File: config.mk
export PLATFORM = sky130hd
export DESIGN_NAME = multiplier_4
export DESIGN_NICKNAME = d
export VERILOG_FILES = /design/src/rtl/multiplier_4.sv
export SDC_FILE = /design/constraint.sdc
export NUM_CORES = 1
export LEC_CHECK = 0
export CORE_MARGIN = 5
export CORE_UTILIZATION = 40
export CTS_CLUSTER_SIZE = 28
export DETAILED_ROUTE_END_ITERATION = 8
export PLACE_DENSITY = 0.73
export SLEW_MARGIN = 20
export SYNTH_ARGS = -nofsm -noshare
export SYNTH_HDL_FRONTEND = slang
export SYNTH_SLANG_ARGS = --single-unit
File: constraint.sdc
create_clock -name clk -period 4.57 [get_ports clk]
set_clock_uncertainty 0.05 [all_clocks]
set_input_delay 0.457 -clock clk [delete_from_list [all_inputs] [get_ports clk]]
set_output_delay 0.457 -clock clk [all_outputs]
set_load 0.01 [all_outputs]
File: src/rtl/multiplier_4.sv
// Unsigned WIDTHxWIDTH array multiplier, 2-cycle latency (operand reg, product reg).
// No backpressure: one pair may be accepted every cycle, results emerge in order.
module multiplier_4 #(
  parameter int WIDTH = 4
) (
  input  logic                 clk,
  input  logic                 rst,
  input  logic                 in_valid,
  input  logic [WIDTH-1:0]     A,
  input  logic [WIDTH-1:0]     B,
  output logic [2*WIDTH-1:0]   result,
  output logic                 out_valid
);

  logic [WIDTH-1:0]   a_r;
  logic [WIDTH-1:0]   b_r;
  logic               s1_valid;
  logic [2*WIDTH-1:0] sum;

  function automatic logic [1:0] full_add(input logic x, input logic y, input logic cin);
    return {(x & y) | (cin & (x ^ y)), x ^ y ^ cin};
  endfunction

  // Each row adds the next partial product to the previous row shifted right by one;
  // the bit that falls out the bottom of a row is a finished product bit.
  always_comb begin
    logic [WIDTH-1:0] pp  [WIDTH];
    logic [WIDTH:0]   acc [WIDTH];
    logic             carry;
    logic [1:0]       fa_o;

    carry = 1'b0;
    fa_o  = 2'b00;
    sum   = '0;
    for (int i = 0; i < WIDTH; i++) begin
      pp[i]  = a_r & {WIDTH{b_r[i]}};
      acc[i] = '0;
    end

    acc[0] = {1'b0, pp[0]};
    for (int i = 1; i < WIDTH; i++) begin
      carry = 1'b0;
      for (int j = 0; j < WIDTH; j++) begin
        fa_o      = full_add(acc[i-1][j+1], pp[i][j], carry);
        acc[i][j] = fa_o[0];
        carry     = fa_o[1];
      end
      acc[i][WIDTH] = carry;
    end

    for (int k = 0; k < WIDTH - 1; k++) begin
      sum[k] = acc[k][0];
    end
    sum[2*WIDTH-1:WIDTH-1] = acc[WIDTH-1];
  end

  always_ff @(posedge clk) begin
    if (rst) begin
      a_r       <= '0;
      b_r       <= '0;
      s1_valid  <= 1'b0;
      result    <= '0;
      out_valid <= 1'b0;
    end else begin
      s1_valid  <= in_valid;
      out_valid <= s1_valid;
      if (in_valid) begin
        a_r <= A;
        b_r <= B;
      end
      if (s1_valid) begin
        result <= sum;
      end
    end
  end

endmodule

==> flow_summary.json, run 1 <==
{
  "globalplace.congestion": 0.748,
  "yosys.area.top_type": "dfxtp_1",
  "cts-root-buf": "clkbuf_4",
  "syn_to_final_growth_pct": 23.2,
  "clockPowerShare": 0.328,
  "yosysTopAreaCellShare": 0.375,
  "chipHeight_um": 59.0,
  "final_common_cell": "clkdlybuf4s50_1",
  "fin_area_sq_um": 1180,
  "r2r-start": "b_r[0]",
  "vias": 650,
  "cts_setup_buffers": 0,
  "ys_ff_latch": 18,
  "detail-route-antenna-nets": 0,
  "layout_common_cells": "clkdlybuf4s50_1 (19), dfxtp_1 (18), nor2_1 (15), mux2i_1 (14), and2_1 (10)",
  "htreeDepth": 1,
  "synth_area_sq_um": 960,
  "path_class": "flip-flop to flip-flop",
  "grt_usage": 0.109,
  "arrival_ns": 4.42,
  "clock.fmax_ghz": 0.233,
  "synth_cell_type_count": 15,
  "nets": 134,
  "rows": 17,
  "netlist_instances": 91,
  "wire_per_inst_um": 11.9,
  "start_util": 0.426,
  "seqPwrFrac": 0.565,
  "worstMarginPinSlew_ns": 0.658,
  "first_pass_iters": 3,
  "finalCritPeriodShare": 0.940,
  "clk-insertion-delay-late_ns": 0.30,
  "cp.depth": 13,
  "cts_tree": "done",
  "first_iter_violations": 7,
  "clockBufferDepth": 2,
  "place_area_sq_um": 1150,
  "hold_viol_final": 0,
  "status": "completed",
  "fillers": 226,
  "syn_nets": 114,
  "rsz0062_at_grt": "no",
  "yosys_warnings": 0,
  "grt_overflow": 0,
  "grt_antenna_before_repair": 0,
  "utilization": 0.524,
  "io_pins": 20,
  "min_path_type": "flip-flop to flip-flop",
  "yosys-top-cells-area": "dfxtp_1 (38%), fa_1 (17%), mux2i_1 (15%)",
  "crit_buf_inv": 2,
  "drv_slew": 0,
  "grt_pass1_vias": 636,
  "postSynthAreaPerCell_sq_um": 10.5,
  "fin_crit_ns": 4.30,
  "p_per_area_nw_per_um2": 256,
  "vias_per_cell": 4.71,
  "dieArea_sq_um": 3480,
  "crit_required_ns": 4.69,
  "r2r_cells": 13,
  "cp-start-kind": "flip-flop",
  "setup-violations-final": 0,
  "drive_above_1_share": 0.0545,
  "startpoint": "b_r[0]",
  "cts-resized-gates": 0,
  "critPathCaptureType": "flip-flop",
  "ir_drop_mv": 0.157,
  "worstPathMaxFanout": 5,
  "critical_path.slowest_cell": "fa_1",
  "critPathTopFamily": "adder cells",
  "hold_buffers": 0,
  "finalSetupTns_ns": 0,
  "place_hpwl_mm": 1.29,
  "clkSlewWorstSetupHoldPaths_ns": 0.10,
  "dieWidth_um": 59.0,
  "insertedDiodeCount": 0,
  "core_area_sq_um": 2250,
  "crit_chain": "and2_1, ha_1, inv_1, fa_1, fa_1, inv_1, fa_1, fa_1, fa_1, fa_1, fa_1, mux2i_1, nor2_1",
  "p_int_mw": 0.231,
  "p_sw_frac": 0.236,
  "max_cap_violations": 0,
  "rrSetupSlack_ns": 0.27,
  "cp-endpoint": "result[6]",
  "cts_buffers": 3,
  "wl_mm": 1.65,
  "p_sw_mw": 0.0713,
  "r2r-end": "result[6]",
  "crit_path_frequent_cell": "fa_1",
  "port_buffers": 19,
  "grt_pass1_wl_mm": 2.79,
  "p_leak_nw": 0.524,
  "ys_seq_area_frac": 0.375,
  "grt_max_degree": 19,
  "slew_headroom": 0.560,
  "drc": 0,
  "clock_sink_count": 18,
  "p_comb_frac": 0.108,
  "max_stage_delay_ns": 0.50
}
==> cell type report <==
class                           count  area [sq um]  share of cell area
Tap cell                           28          35.0              0.0296
Sequential cell                    18           360               0.305
Multi-Input combinational cell     62           534               0.452
Inverter                            7          26.3              0.0222
Timing Repair Buffer               19           190               0.161
Clock buffer                        4          36.3              0.0307
==> sequential cells by signal (all words and copies together), names as in the netlist <==
| signal | count |
|---|---|
| out_valid | 1 |
| a_r | 4 |
| s1_valid | 1 |
| result | 8 |
| b_r | 4 |
==> cell usage after synthesis <==
| cell type | number |
|---|---|
| nor2b_1 | 2 |
| mux2i_1 | 14 |
| ha_1 | 4 |
| buf_6 | 3 |
| dfxtp_1 | 18 |
| a211oi_2 | 1 |
| and2_1 | 10 |
| a21oi_1 | 1 |
| fa_1 | 8 |
| nor2_1 | 15 |
| nand3_2 | 1 |
| inv_1 | 7 |
| nand2_1 | 5 |
| buf_2 | 1 |
| nand2b_1 | 1 |
==> metal layers <==
| layer | GRT usage | routed length (um) | vias up |
|---|---|---|---|
| met4 | 0.0777 | 49 | 0 |
| li1 | - | - | 325 |
| met2 | 0.169 | 806 | 13 |
| met1 | 0.133 | 729 | 307 |
| met3 | 0.0218 | 61 | 5 |
| met5 | 0 | 0 | - |
==> power groups by stage <==
| stage | Clock [mW] | Sequential, mW | Combinational (mW) |
|---|---|---|---|
| 6_report | 0.0993 | 0.171 | 0.0326 |
| 5_1_grt | 0.107 | 0.173 | 0.0364 |
| 4_1_cts | 0.104 | 0.171 | 0.0334 |
| 3_5_place_dp | 0 | 0.175 | 0.0331 |
| 3_3_place_gp | 0 | 0.175 | 0.0321 |
| 2_1_floorplan | 0 | 0.172 | 0.0218 |
==> cell families (layout without fill, tap and decap cells) <==
logic type	after synthesis	after routing	share of synthesized area
AO/OA/AOI/OAI	2	2	0.0182
AND/OR/NAND/NOR	34	34	0.173
buffers and inverters	11	30	0.0678
adder cells (fa/ha/maj)	12	12	0.219
flip-flops	18	18	0.375
multiplexers	14	14	0.146
==> worst min-delay path, cell delays in order, from the launching register on <==
cell      delay, ns
dfxtp_1        0.33
nand2b_1       0.06
a21oi_1        0.05
==> through the flow <==
step | cells | total power, mW | hold slack [ns] | setup slack (ns)
detailed placement | 134 | 0.208 | 0.416 | 0.281
floorplan | 91 | 0.194 | 0.428 | 0.540
finish | 138 | 0.303 | 0.427 | 0.272
global route | 138 | 0.316 | 0.460 | 0.0810
CTS | 138 | 0.309 | 0.431 | 0.248
global placement | 134 | 0.207 | 0.407 | 0.413
==> worst min-delay path by stage <==
stage / slack [ns] / cells after the start / start / end
floorplan: 0.43 / 2 / a_r[0] / result[0]
global placement: 0.41 / 2 / result[0] / result[0]
detailed placement: 0.42 / 2 / result[0] / result[0]
CTS: 0.43 / 2 / result[0] / result[0]
global route: 0.46 / 2 / result[0] / result[0]
finish: 0.43 / 2 / result[0] / result[0]
(Power assumes the default switching activity.)
==> run 2, diff against run 1 <==
Settings changed: CORE_UTILIZATION 40 to 49, PLACE_DENSITY 0.73 to 0.84.
==> flow_summary.json, run 2 (synthesis gave the netlist of run 1 again) <==
{
  "grt_pass1_wl_mm": 2.67,
  "p_leak_nw": 0.517,
  "clockBufferDepth": 2,
  "top_regs": "result (8), a_r (4), b_r (4)",
  "finalCritPeriodShare": 0.926,
  "stdcell_count": 136,
  "grt_usage": 0.129,
  "detail-route-antenna-nets": 0,
  "critical_path.slowest_cell": "fa_1",
  "nets": 134,
  "fin_crit_ns": 4.23,
  "p_total_mw": 0.278,
  "hold_buffers": 0,
  "seqCellArea_sq_um": 360,
  "cts-root-buf": "clkbuf_4",
  "dieArea_sq_um": 2940,
  "rows": 16,
  "setup-violations-final": 0,
  "cts_setup_buffers": 0,
  "crit_chain": "and2_1, ha_1, inv_1, fa_1, fa_1, inv_1, fa_1, fa_1, fa_1, fa_1, fa_1, mux2i_1, nor2_1",
  "grt_overflow": 0,
  "clk-insertion-delay-late_ns": 0.29,
  "wl_met3_um": 41,
  "cts_buffers": 3,
  "drc": 0,
  "rsz0062_at_grt": "no",
  "port_buffers": 19,
  "place_area_sq_um": 1140,
  "slew_headroom": 0.573,
  "globalplace.congestion": 0.766,
  "worstMarginPinSlew_ns": 0.638,
  "io_pins": 20,
  "crit_buf_inv": 2,
  "largest_reg_flops": 8,
  "fin_area_sq_um": 1170,
  "met1_length_um": 668,
  "dieWidth_um": 54.3,
  "min_path_type": "flip-flop to flip-flop",
  "insertedDiodeCount": 0,
  "vias_per_cell": 4.74,
  "max_stage_delay_ns": 0.49,
  "final_common_cell": "clkdlybuf4s50_1",
  "hold_viol_final": 0,
  "status": "completed",
  "first_pass_iters": 2,
  "grt_pass1_vias": 618,
  "clock_sink_count": 18,
  "fillers": 178,
  "critPathTopFamily": "adder cells",
  "crit_required_ns": 4.68,
  "vias": 645,
  "arrival_ns": 4.34,
  "critPathCaptureType": "flip-flop",
  "multi_input_area_sq_um": 534,
  "chipHeight_um": 54.3,
  "cts-resized-gates": 0,
  "crit_path_frequent_cell": "fa_1",
  "wire_per_inst_um": 11.5,
  "dp_slack_ns": 0.335,
  "p_per_area_nw_per_um2": 238,
  "core_area_sq_um": 1920,
  "top_register": "result",
  "wl_mm": 1.57,
  "max_cap_violations": 0,
  "syn_to_final_growth_pct": 21.6,
  "ir_drop_mv": 0.189,
  "first_iter_violations": 2,
  "routed.top_layer": "met4",
  "clkSlewWorstSetupHoldPaths_ns": 0.09,
  "cts_tree": "done",
  "clock.fmax_ghz": 0.236,
  "cp-start-kind": "flip-flop",
  "grt_max_degree": 19,
  "dp_cells": 133,
  "worstPathMaxFanout": 5,
  "layout_common_cells": "clkdlybuf4s50_1 (19), dfxtp_1 (18), nor2_1 (15), mux2i_1 (14), and2_1 (10)",
  "drive_above_1_share": 0.0459,
  "drv_slew": 0,
  "place_hpwl_mm": 1.20,
  "finalSetupTns_ns": 0,
  "setup_ws_ns": 0.337,
  "start_util": 0.499,
  "htreeDepth": 1,
  "path_class": "flip-flop to flip-flop",
  "holdWs_ns": 0.419,
  "utilization": 0.607,
  "grt_antenna_before_repair": 0,
  "dr_wl_met2_um": 807
}
==> run 2: worst register-to-register path, stage by stage (launching register included) <==
cell     delay (ns)
dfxtp_1        0.42
and2_1         0.16
ha_1           0.14
inv_1          0.05
fa_1           0.37
fa_1           0.49
inv_1          0.06
fa_1           0.43
fa_1           0.39
fa_1           0.47
fa_1           0.44
fa_1           0.43
mux2i_1        0.14
nor2_1         0.05
==> run 2: final timing paths <==
check              end      start  cells past startpoint  slack [ns]
min          result[0]  result[0]                      2        0.42
max reg2reg  result[6]     b_r[0]                     13        0.34
min reg2reg  result[0]  result[0]                      2        0.42
max          result[6]     b_r[0]                     13        0.34
==> run 2: power by group <==
part | total [mW] | switching (mW) | internal, mW
logic | 0.0329 | 0.0132 | 0.0197
clock network | 0.0739 | 0.0433 | 0.0307
registers | 0.171 | 0.00778 | 0.163
total | 0.278 | 0.0642 | 0.213
==> run 2: final cells by class <==
cell class,count,area share
clock buffers,3,0.0193
inverters,7,0.0225
multi-input cells,62,0.458
flip-flops and latches,18,0.309
well taps,27,0.0289
repair buffers,19,0.163
==> run 2: metal layers <==
| metal | track usage | vias to the layer above |
|---|---|---|
| li1 | - | 322 |
| met2 | 0.215 | 12 |
| met1 | 0.152 | 306 |
| met5 | 0 | - |
| met4 | 0.0996 | 0 |
| met3 | 0.00817 | 5 |
